## src/rtl/fetch_stage_pkg.sv

```systemverilog
// Shared fetch-stage types: instruction word type, NOP constant and fetch FSM states.
package common;

  typedef logic [31:0] instruction_type;

  localparam instruction_type NOP_INSTR = 32'h0000_0013;

  typedef enum logic [1:0] {
    S_REQ,
    S_WAIT,
    S_BUF
  } fetch_state_e;

  function automatic logic is_compressed(input logic [15:0] parcel);
    return parcel[1:0] != 2'b11;
  endfunction

endpackage

```

## src/rtl/fetch_stage_realigner.sv

```systemverilog
// Combinational parcel assembly: turns the held halfword plus an optional memory word
// into at most one instruction and the halfword left over for the next cycle.
module fetch_realigner
  import common::*;
(
  input  logic [15:0]     hbuf,
  input  logic            hbuf_valid,
  input  logic [31:0]     word,
  input  logic            word_valid,
  input  logic            pc_hi,
  output logic            emit,
  output instruction_type instr,
  output logic            compflg,
  output logic            word_used,
  output logic [15:0]     hbuf_new,
  output logic            hbuf_new_valid
);

  always_comb begin
    emit           = 1'b0;
    instr          = word;
    compflg        = 1'b0;
    word_used      = 1'b0;
    hbuf_new       = hbuf;
    hbuf_new_valid = hbuf_valid;
    // hbuf always holds the halfword at next_pc, so a valid hbuf implies pc_hi=1
    if (hbuf_valid) begin
      if (is_compressed(hbuf)) begin
        emit           = 1'b1;
        instr          = {16'h0000, hbuf};
        compflg        = 1'b1;
        hbuf_new_valid = 1'b0;
      end else if (word_valid) begin
        emit           = 1'b1;
        instr          = {word[15:0], hbuf};
        word_used      = 1'b1;
        hbuf_new       = word[31:16];
        hbuf_new_valid = 1'b1;
      end
    end else if (word_valid) begin
      word_used = 1'b1;
      hbuf_new  = word[31:16];
      if (!pc_hi) begin
        emit = 1'b1;
        if (is_compressed(word[15:0])) begin
          instr          = {16'h0000, word[15:0]};
          compflg        = 1'b1;
          hbuf_new_valid = 1'b1;
        end else begin
          instr          = word;
          hbuf_new_valid = 1'b0;
        end
      end else if (is_compressed(word[31:16])) begin
        emit           = 1'b1;
        instr          = {16'h0000, word[31:16]};
        compflg        = 1'b1;
        hbuf_new_valid = 1'b0;
      end else begin
        hbuf_new_valid = 1'b1;
      end
    end
  end

endmodule

```

## src/rtl/fetch_stage.sv

```systemverilog
// Instruction fetch stage: single-outstanding word reads, RVC parcel realignment,
// registered outputs with stall hold and flush redirect.
module fetch_stage
  import common::*;
#(
  parameter logic [31:0] RESET_PC = 32'h0000_0000
) (
  input  logic            clk,
  input  logic            rst_n,
  input  logic            stall,
  input  logic            flush,
  input  logic [31:0]     flush_target,
  output logic            imem_req,
  output logic [31:0]     imem_addr,
  input  logic            imem_rvalid,
  input  logic [31:0]     imem_rdata,
  output logic            valid,
  output instruction_type instruction,
  output logic [31:0]     pc,
  output logic            compflg
);

  fetch_state_e    state_q, state_d;
  logic [31:0]     next_pc_q, next_pc_d;
  logic [15:0]     hbuf_q, hbuf_d;
  logic            hbuf_valid_q, hbuf_valid_d;
  logic [31:0]     rbuf_q, rbuf_d;
  logic            rbuf_valid_q, rbuf_valid_d;
  logic            drop_q, drop_d;
  logic            valid_q, valid_d;
  instruction_type instr_q, instr_d;
  logic [31:0]     pc_q, pc_d;
  logic            compflg_q, compflg_d;

  logic            mem_word_valid, word_valid;
  logic [31:0]     word, fetch_addr;
  logic            ra_emit, ra_compflg, ra_word_used, ra_hbuf_valid;
  instruction_type ra_instr;
  logic [15:0]     ra_hbuf;

  assign mem_word_valid = imem_rvalid && !drop_q && !flush;
  assign word_valid     = rbuf_valid_q || mem_word_valid;
  assign word           = rbuf_valid_q ? rbuf_q : imem_rdata;
  assign fetch_addr     = hbuf_valid_q ? next_pc_q + 32'd2 : next_pc_q;
  assign imem_addr      = fetch_addr & ~32'h3;
  assign imem_req       = rst_n && (state_q == S_REQ) && !rbuf_valid_q && !drop_q && !flush;

  fetch_realigner u_realigner (
    .hbuf          (hbuf_q),
    .hbuf_valid    (hbuf_valid_q),
    .word          (word),
    .word_valid    (word_valid),
    .pc_hi         (next_pc_q[1]),
    .emit          (ra_emit),
    .instr         (ra_instr),
    .compflg       (ra_compflg),
    .word_used     (ra_word_used),
    .hbuf_new      (ra_hbuf),
    .hbuf_new_valid(ra_hbuf_valid)
  );

  always_comb begin
    next_pc_d    = next_pc_q;
    hbuf_d       = hbuf_q;
    hbuf_valid_d = hbuf_valid_q;
    rbuf_d       = rbuf_q;
    rbuf_valid_d = rbuf_valid_q;
    drop_d       = drop_q && !imem_rvalid;
    valid_d      = valid_q;
    instr_d      = instr_q;
    pc_d         = pc_q;
    compflg_d    = compflg_q;

    if (!stall) begin
      if (ra_word_used) rbuf_valid_d = 1'b0;
      hbuf_d       = ra_hbuf;
      hbuf_valid_d = ra_hbuf_valid;
      valid_d      = ra_emit;
      if (ra_emit) begin
        instr_d   = ra_instr;
        pc_d      = next_pc_q;
        compflg_d = ra_compflg;
        next_pc_d = next_pc_q + (ra_compflg ? 32'd2 : 32'd4);
      end
    end
    // A response the realigner could not take this cycle is parked until stall drops
    if (mem_word_valid && (stall || !ra_word_used)) begin
      rbuf_d       = imem_rdata;
      rbuf_valid_d = 1'b1;
    end

    if (hbuf_valid_d && is_compressed(hbuf_d))          state_d = S_BUF;
    else if (imem_req)                                   state_d = S_WAIT;
    else if ((state_q == S_WAIT) && !imem_rvalid)        state_d = S_WAIT;
    else                                                 state_d = S_REQ;

    if (flush) begin
      valid_d      = 1'b0;
      next_pc_d    = flush_target & ~32'h1;
      hbuf_valid_d = 1'b0;
      rbuf_valid_d = 1'b0;
      state_d      = S_REQ;
      // Only a response still in flight needs dropping; one arriving now is ignored above
      drop_d       = ((state_q == S_WAIT) || drop_q) && !imem_rvalid;
    end
  end

  always_ff @(posedge clk or negedge rst_n) begin
    if (!rst_n) begin
      state_q      <= S_REQ;
      next_pc_q    <= RESET_PC;
      hbuf_q       <= '0;
      hbuf_valid_q <= 1'b0;
      rbuf_q       <= '0;
      rbuf_valid_q <= 1'b0;
      drop_q       <= 1'b0;
      valid_q      <= 1'b0;
      instr_q      <= NOP_INSTR;
      pc_q         <= '0;
      compflg_q    <= 1'b0;
    end else begin
      state_q      <= state_d;
      next_pc_q    <= next_pc_d;
      hbuf_q       <= hbuf_d;
      hbuf_valid_q <= hbuf_valid_d;
      rbuf_q       <= rbuf_d;
      rbuf_valid_q <= rbuf_valid_d;
      drop_q       <= drop_d;
      valid_q      <= valid_d;
      instr_q      <= instr_d;
      pc_q         <= pc_d;
      compflg_q    <= compflg_d;
    end
  end

  assign valid       = valid_q;
  assign instruction = instr_q;
  assign pc          = pc_q;
  assign compflg     = compflg_q;

endmodule

```

## config.mk

```make
export PLATFORM = sky130hd
export DESIGN_NAME = fetch_stage
export DESIGN_NICKNAME = d
export VERILOG_FILES = /design/src/rtl/fetch_stage_pkg.sv /design/src/rtl/fetch_stage_realigner.sv /design/src/rtl/fetch_stage.sv
export SDC_FILE = /design/constraint.sdc
export NUM_CORES = 1
export LEC_CHECK = 0
export CAP_MARGIN = 10
export CELL_PAD_IN_SITES_DETAIL_PLACEMENT = 1
export CELL_PAD_IN_SITES_GLOBAL_PLACEMENT = 1
export CORE_MARGIN = 5
export CORE_UTILIZATION = 35
export DETAILED_ROUTE_END_ITERATION = 8
export PLACE_DENSITY = 0.74
export SLEW_MARGIN = 15
export SYNTH_ARGS = -nofsm -noshare
export SYNTH_HDL_FRONTEND = slang
export SYNTH_SLANG_ARGS = --single-unit
```

## constraint.sdc

```tcl
create_clock -name clk -period 4.4 [get_ports clk]
set_input_delay 0.66 -clock clk [delete_from_list [all_inputs] [get_ports clk]]
set_output_delay 0.66 -clock clk [all_outputs]
set_load 0.005 [all_outputs]
```

==> results of run 1 <==
## sequential cells by signal (all words and copies together), names as in the netlist, 2 cells and up
signal,cells
next_pc_q,31
pc,31
instruction,32
rbuf_q,32
state_q,2
hbuf_q,16
## cell families after synthesis
group | after synthesis | synth area share
fa+ha+maj | 4 | 0.00706
mux | 109 | 0.146
buf+inv | 77 | 0.0392
xor+xnor | 29 | 0.0312
flops | 149 | 0.458
other cells | 1 | 0.000460
simple gates | 244 | 0.155
compound gates | 199 | 0.163
## worst reg2reg max path, stage by stage (launching register included)
cell and delay (ps):
dfrtp_2 650, nor2b_1 180, a31o_2 330, o31ai_2 290, and2_1 240, inv_1 90, ha_1 280, a21o_1 190
or4b_1 440, or3_1 330, or3_1 320, a221o_1 330
## where the power goes
group | switching, mW | internal, mW
clock | 0.688 | 0.760
sequential | 0.242 | 1.70
combinational | 0.573 | 0.760
## cell usage in the layout (no fill, tap or decap), types with 12 or more instances in the layout
cell / n
a21oi_1: 28
xnor2_1: 17
o31ai_1: 17
buf_4: 26
nand4_1: 22
mux2_1: 25
o21ai_0: 40
xor2_1: 12
clkbuf_16: 17
nor3_1: 12
nor2_1: 57
clkdlybuf4s50_1: 162
o211ai_1: 15
or4_1: 18
nand2_1: 49
a31oi_1: 38
nand3_1: 33
or3_1: 16
dfrtp_1: 145
mux2_2: 55
mux2i_1: 29
## final timing paths
kind                              start            end  slack, ps
setup reg to reg           rbuf_valid_q  next_pc_q[26]        610
max in group asynchronous         rst_n   rbuf_valid_q       2950
min in group clk                  pc[8]          pc[8]        490
hold reg to reg                   pc[8]          pc[8]        490
setup / recovery           next_pc_q[1]  imem_addr[25]        560
hold / removal                    rst_n         pc[26]        120
## final cells by class
cell class	instances	area [sq um]	area share
sequential	149	3730	0.349
tap	313	392	0.0366
clock buffer	17	425	0.0398
clock inverter	15	156	0.0146
multi-input combinational	588	4120	0.386
timing repair buffer	189	1830	0.171
inverter	9	33.8	0.00316
## layer usage
metal	global-route usage	part of all wire	vias up
met5	0	0	-
met4	0.0515	0.015	0
met3	0.0410	0.054	35
met2	0.330	0.47	237
met1	0.278	0.46	3645
li1	-	-	3328
## stage by stage
stage	instances	hold WS, ps	power [mW]	area, sq um
finish	1280	125	4.72	10700
floorplan	814	364	2.51	8160
CTS	1280	130	4.79	10700
detailed placement	1248	474	3.31	10100
global route	1280	138	5.00	10700
global placement	1248	471	3.26	10100
==> impl_metrics.ini, run 1 <==
[status]
status = finished clean

[critical_path]
setup.worst_path.start_class = register
crit_path_frequent_cell = nor2_1
crit_slowest_cell = dfrtp_1
critPathRequiredTime_ps = 3740
crit_chain = buf_4, ha_1, nand2_1, nor2_1, nand3_1, nor2_1, xor2_1, clkdlybuf4s50_1
arrival_ps = 3180
worst-path-stages = 8
path_delay_family = buffers and inverters
endpoint_kind = output pin
critPathKind = reg2out
critPathMaxFanout = 19
max_stage_delay_ps = 630
crit_buf_inv = 2
reg2reg_depth = 11

[clock_tree]
cts_resized = 0
numCtsBuffers = 17
cts_tree = done
cts_hold_buf = 0
cts.sinks = 149
cts_root_buffer = clkbuf_16
worstSkewPairLatency_ps = 430
path_clk_slew_ps = 70
cts_buffer_depth = 2
post_cts_buffers = 0
h-tree-depth = 4

[timing]
hold_viol = 0
drv_slew = 0
relSlewSlack = 0.316
final.setup.worst_slack_ps = 562
fin_skew_ps = 12.6
tns_ps = 0
min_period_ps = 3840
fmax_mhz = 261
finalSetupViolations = 0
worst_pin_slew_ps = 1020
rsz0062_at_grt = no
timing.final.crit_share = 0.872

[placed_design]
place.gp.congestion = 0.795
pre_cts_slack_ps = 167
dpl.hpwl_mm = 18.7
io_buffers = 163

[synth]
ys_seq_area_frac = 0.458
async_flop_share = 1.00
synth_cell_types = 71
postSynthRegisterBits = 149
yosysTopAreaCellShare = 0.448
synthTopCellsByCount = 146 x dfrtp_1, 57 x nor2_1, 55 x mux2_2, 49 x nand2_1, 45 x clkbuf_1
synth.most_common_cell = dfrtp_1
synth_largest_area_cell = dfrtp_1
syn_area_sq_um = 8150
synth_warnings = 0
synthCells = 812
synthFlopType = dfrtp_1
synthTopCellsByArea = dfrtp_1 45%, mux2_2 7.6%, mux2i_1 3.6%, mux2_1 3.5%, a31oi_1 2.9%
synth.avg_cell_area_sq_um = 10.0
synth_edf_count = 0

[route]
drc = 0
route.vias.total = 7245
vias_per_cell = 5.66
dr.pass1.iters = 5
routed_wl_mm = 26.8
antenna_left = 0
drt-initial-drc-count = 483
wl_per_cell_um = 21.0

[floorplanning]
start_util = 0.358
die_area_sq_um = 26400
die_w_um = 163
rows = 55
num_io_pins = 168
core-area_sq_um = 22800
die_h_um = 163

[global_route]
grt_overflow = 0
grt_pass1_vias = 7572
grt_max_degree = 70
grt_usage = 0.203
antenna_found_initial = 0
grt_pass1_wl_mm = 42.7

[job]
maxCapViolCount = 0

[pwr]
ir_drop_uv = 236
powerDensity_nw_per_um2 = 442
cellLeakagePower_nw = 4.01

[final_layout]
drive_gt1_frac = 0.137
fin_util = 0.469
fill_cells = 2529
area_growth_pct = 31.2
antenna_cells = 0
nNetsFinal = 1027

[hold_path]
hold_path.class = in2async
No activity file was read; power rests on OpenSTA's default activity.
==> run 2, diff against run 1 <==
Settings changed: GPL_TIMING_DRIVEN set to 0, PLACE_DENSITY 0.74 to unset, PLACE_DENSITY_LB_ADDON set to 0.15.
==> run 2 against run 1 <==
  * Clock skew increased by 3.5 ps
  * Cell area increased by 1.0%
  * Via count increased by 2.1%
  * Global-route usage increased by 1.6 points
  * Worst setup slack got worse by 360 ps
  * Largest cell class unchanged
==> impl_metrics.ini, run 2 (same netlist as run 1, synthesis figures left out) <==
[final_layout]
nNetsFinal = 1070
stdcell_count = 1323
layout_common_cells = 161 x clkdlybuf4s50_1, 146 x dfrtp_1, 57 x nor2_1
layout_commonest_cell = clkdlybuf4s50_1
area_growth_pct = 32.5
fill_cells = 2536
antenna_cells = 0
drive_gt1_frac = 0.125
postLayoutCellArea_sq_um = 10800

[floorplanning]
num_io_pins = 168
die_h_um = 163
rows = 55
die_area_sq_um = 26400
core-area_sq_um = 22800
die_w_um = 163
start_util = 0.358

[critical_path]
critPathRequiredTime_ps = 4730
crit_buf_inv = 3
critPathMaxFanout = 12
critPathKind = in2reg
setup.worst_path.start_class = primary input
endpoint_kind = register
crit_path_frequent_cell = or3_1
arrival_ps = 4530
path_delay_family = simple AND/OR/NAND/NOR gates
crit_chain = clkdlybuf4s50_1, nor3b_4, nor2_1, o31ai_4, and2_1, inv_1, ha_1, a21o_1, or4b_1, or3_1, buf_2, or3_1, a221o_1
max_stage_delay_ps = 750
crit_slowest_cell = nor2_1

[clock_tree]
cts_root_buffer = clkbuf_16
numCtsBuffers = 17
cts_buffer_depth = 2
path_clk_slew_ps = 80
cts_tree = done
worstSkewPairLatency_ps = 440
cts_hold_buf = 0
h-tree-depth = 4
cts.sinks = 149

[placed_design]
pre_cts_slack_ps = -990
place.gp.congestion = 0.860
placed_cells = 1290
dpl.hpwl_mm = 21.4
io_buffers = 162
placed_cell_area_sq_um = 10200

[timing]
whs_ps = 209
fin_skew_ps = 16.1
worst_pin_slew_ps = 972
fmax_mhz = 238
timing.final.crit_share = 0.954
finalSetupViolations = 0
final.setup.worst_slack_ps = 203
min_period_ps = 4200
drv_slew = 0
rsz0062_at_grt = no
relSlewSlack = 0.350
hold_viol = 0

[hold_path]
hold_path.class = in2async

[route]
antenna_left = 0
vias_per_cell = 5.59
dr.pass1.iters = 5
routed_wl_mm = 28.8
drc = 0
wl_per_cell_um = 21.8
route.vias.total = 7398
drt-initial-drc-count = 391

[pwr]
switching_share = 0.322
p_comb_frac = 0.291
pwr-share-clk = 0.302
ir_drop_uv = 271
power.switching_mw = 1.52
cellLeakagePower_nw = 4.03
pwr-share-seq = 0.406
powerDensity_nw_per_um2 = 438
finalPower_mw = 4.73
p_int_mw = 3.21

[global_route]
antenna_found_initial = 0
grt_pass1_vias = 7875
grt_max_degree = 82
grt_overflow = 0
grt_pass1_wl_mm = 45.3
grt_usage = 0.219

[status]
status = finished clean

[job]
maxCapViolCount = 0
[run 2: cell count changes in the layout (fill, tap and decap cells not counted), sizes merged]
cell,delta
clkinvlp,+1
clkinv,+1
clkbuf,+44
inv,-2
clkdlybuf4s50,-1
[run 2: layer usage]
layer / up-vias / wire, um / track usage
met2: 241 / 14100 / 0.371
met4: 0 / 439 / 0.0545
met5: - / 0 / 0
met1: 3715 / 12800 / 0.290
li1: 3415 / - / -
met3: 27 / 1430 / 0.0415
[run 2: final cells by class]
cell class / instances / area (sq um) / area share
Timing Repair Buffer: 165 / 1670 / 0.155
Inverter: 9 / 33.8 / 0.00313
Buffer: 67 / 282 / 0.0261
Clock inverter: 15 / 135 / 0.0125
Clock buffer: 17 / 425 / 0.0394
Multi-Input combinational cell: 588 / 4130 / 0.382
Sequential cell: 149 / 3730 / 0.346
Tap cell: 313 / 392 / 0.0363
[run 2: power by group through the flow]
stage / clock network (mW) / registers (mW) / logic (mW)
floorplan: 0 / 1.90 / 0.610
global placement: 0 / 1.94 / 1.35
detailed placement: 0 / 1.95 / 1.38
CTS: 1.45 / 1.92 / 1.39
global route: 1.50 / 1.97 / 1.50
finish: 1.43 / 1.92 / 1.38
[run 2: path summary, 6_finish.rpt]
kind / start / end / slack, ps / depth (start not counted)
max in group asynchronous: rst_n / instruction[4] / 3330 / 2
setup / recovery: flush / next_pc_q[26] / 200 / 13
hold reg to reg: pc[13] / pc[13] / 490 / 1
setup reg to reg: rbuf_valid_q / next_pc_q[26] / 320 / 13
hold / removal: rst_n / pc[27] / 210 / 1
min in group clk: pc[13] / pc[13] / 490 / 1
[run 2: metrics by stage]
step | util | setup TNS (ps)
3_3_place_gp | 0.446 | -584230
5_1_grt | 0.474 | 0
3_5_place_dp | 0.448 | -11520
6_report | 0.474 | 0
4_1_cts | 0.473 | 0
2_1_floorplan | - | 0
[run 2: what timing repair did]
item | CTS | global route
pin swaps | 1 | 1
buffers inserted | 1 | 1
gates resized for setup | 2 | 1
setup endpoints to repair | 17 | 2
==> run 3, diff against run 2 <==
Settings changed: CORE_MARGIN 5 to unset.
==> run 3 against run 2 <==
  * Routed wire length fell by 2.9%
  * Fmax fell by 0.17%
  * Sequential share of layout area fell by 0.13 points
  * Non-clock buffer count rose by 1
  * Flip-flop and latch count did not move
  * Power rose by 3.7%
  * Largest power group unchanged
==> impl_metrics.ini, run 3 (same netlist as run 1, synthesis figures left out) <==
[status]
status = finished clean

[route]
vias_per_cell = 5.72
route.vias.total = 7414
routed_wl_mm = 28.0
dr.pass1.iters = 6
drc = 0
wl_per_cell_um = 21.6
drt-initial-drc-count = 433
antenna_left = 0

[final_layout]
layout_common_cells = 161 x clkdlybuf4s50_1, 146 x dfrtp_1, 57 x nor2_1
area_growth_pct = 33.0
nNetsFinal = 1071
antenna_cells = 0
layout_commonest_cell = clkdlybuf4s50_1
drive_gt1_frac = 0.125
stdcell_count = 1296

[floorplanning]
die_area_sq_um = 23900
die_h_um = 155
num_io_pins = 168
die_w_um = 155
start_util = 0.359
rows = 55
core-area_sq_um = 22700

[timing]
hold_viol = 0
fmax_mhz = 238
tns_ps = 0
fin_skew_ps = 14.2
finalSetupViolations = 0
worst_pin_slew_ps = 810
whs_ps = 125
relSlewSlack = 0.458
final.setup.worst_slack_ps = 196
drv_slew = 0
min_period_ps = 4200
timing.final.crit_share = 0.955
rsz0062_at_grt = no

[placed_design]
pre_cts_slack_ps = -907
io_buffers = 162
place.gp.congestion = 0.856
placed_cells = 1262
dpl.hpwl_mm = 20.7

[clock_tree]
cts_buffer_depth = 2
cts_root_buffer = clkbuf_16
h-tree-depth = 4
worstSkewPairLatency_ps = 450
cts_hold_buf = 0
cts_tree = done
cts.sinks = 149
numCtsBuffers = 17
path_clk_slew_ps = 70

[critical_path]
arrival_ps = 4530
worst-path-stages = 14
max_stage_delay_ps = 540
path_delay_family = simple AND/OR/NAND/NOR gates
crit_slowest_cell = clkdlybuf4s50_1
reg2reg_depth = 13
endpoint_kind = register
critPathRequiredTime_ps = 4730
setup.worst_path.start_class = primary input
crit_chain = clkdlybuf4s50_1, nor3b_4, nor2_1, clkbuf_1, o31ai_4, and2_1, inv_1, ha_1, a21o_1, or4b_1, or3_1, buf_2, or3_1, a221o_1
critPathKind = in2reg
critPathMaxFanout = 10
crit_buf_inv = 4
crit_path_frequent_cell = or3_1

[global_route]
grt_max_degree = 100
grt_usage = 0.243
grt_pass1_wl_mm = 44.4
grt_overflow = 0
antenna_found_initial = 0
grt_pass1_vias = 7651

[pwr]
powerDensity_nw_per_um2 = 453
finalPower_mw = 4.91
cellLeakagePower_nw = 4.07
ir_drop_uv = 237

[job]
maxCapViolCount = 0

[hold_path]
hold_path.class = in2async
[run 3: cell types whose count changed in the layout (fill, tap and decap cells not counted)]
cell / previous run / this run
clkinv_2: 2 / 0
clkinv_4: 1 / 2
inv_6: 5 / 4
clkinvlp_4: 3 / 1
clkbuf_1: 44 / 45
inv_8: 3 / 5
clkinv_8: 1 / 0
bufinv_16: 0 / 3
[run 3: cell type report]
class / count / area (sq um)
fillers: 2559 / 11900
plain buffers: 68 / 285
flip-flops and latches: 149 / 3730
repair buffers: 165 / 1670
well taps: 285 / 357
clock inverters: 15 / 206
inverters: 9 / 33.8
clock buffers: 17 / 425
multi-input cells: 588 / 4130
[run 3: where the power goes]
| part | internal, mW | switching, mW |
|---|---|---|
| sequential | 1.70 | 0.223 |
| clock | 0.921 | 0.700 |
| combinational | 0.763 | 0.598 |
| total | 3.38 | 1.52 |
[run 3: repair_timing]
item,4_1_cts,5_1_grt
cloned,0,0
gates resized for setup,1,2
endpoints found under the setup margin,12,5
setup buffers,1,1
pin swaps,1,1
[run 3: routing by layer]
layer	part of all wire	vias to the layer above	routed length [um]	global-route usage
met3	0.055	46	1530	0.0409
met1	0.43	3697	12200	0.318
met4	0.020	0	568	0.0750
met5	0	-	0	0
li1	-	3407	-	-
met2	0.49	264	13700	0.410
[run 3: path summary, 6_finish.rpt]
| check | to | slack, ps | startpoint |
|---|---|---|---|
| setup reg to reg | next_pc_q[26] | 270 | rbuf_valid_q |
| max in group asynchronous | instruction[4] | 3400 | rst_n |
| hold / removal | pc[27] | 130 | rst_n |
| min in group clk | pc[14] | 490 | pc[14] |
| setup / recovery | next_pc_q[26] | 200 | flush |
| hold reg to reg | pc[14] | 490 | pc[14] |
[run 3: worst reg2reg max path: stages, from the launching register on]
cell	delay, ps
dfrtp_1	500
clkbuf_1	490
nand3_1	140
a21oi_1	510
o31ai_4	150
and2_1	220
inv_1	110
ha_1	130
a21o_1	190
or4b_1	450
or3_1	320
buf_2	170
or3_1	310
a221o_1	310
[run 3: through the flow]
step                utilization  cell area [sq um]
floorplan                     -               8160
global placement          0.446              10100
detailed placement        0.448              10200
CTS                       0.476              10800
global route              0.477              10800
finish                    0.477              10800
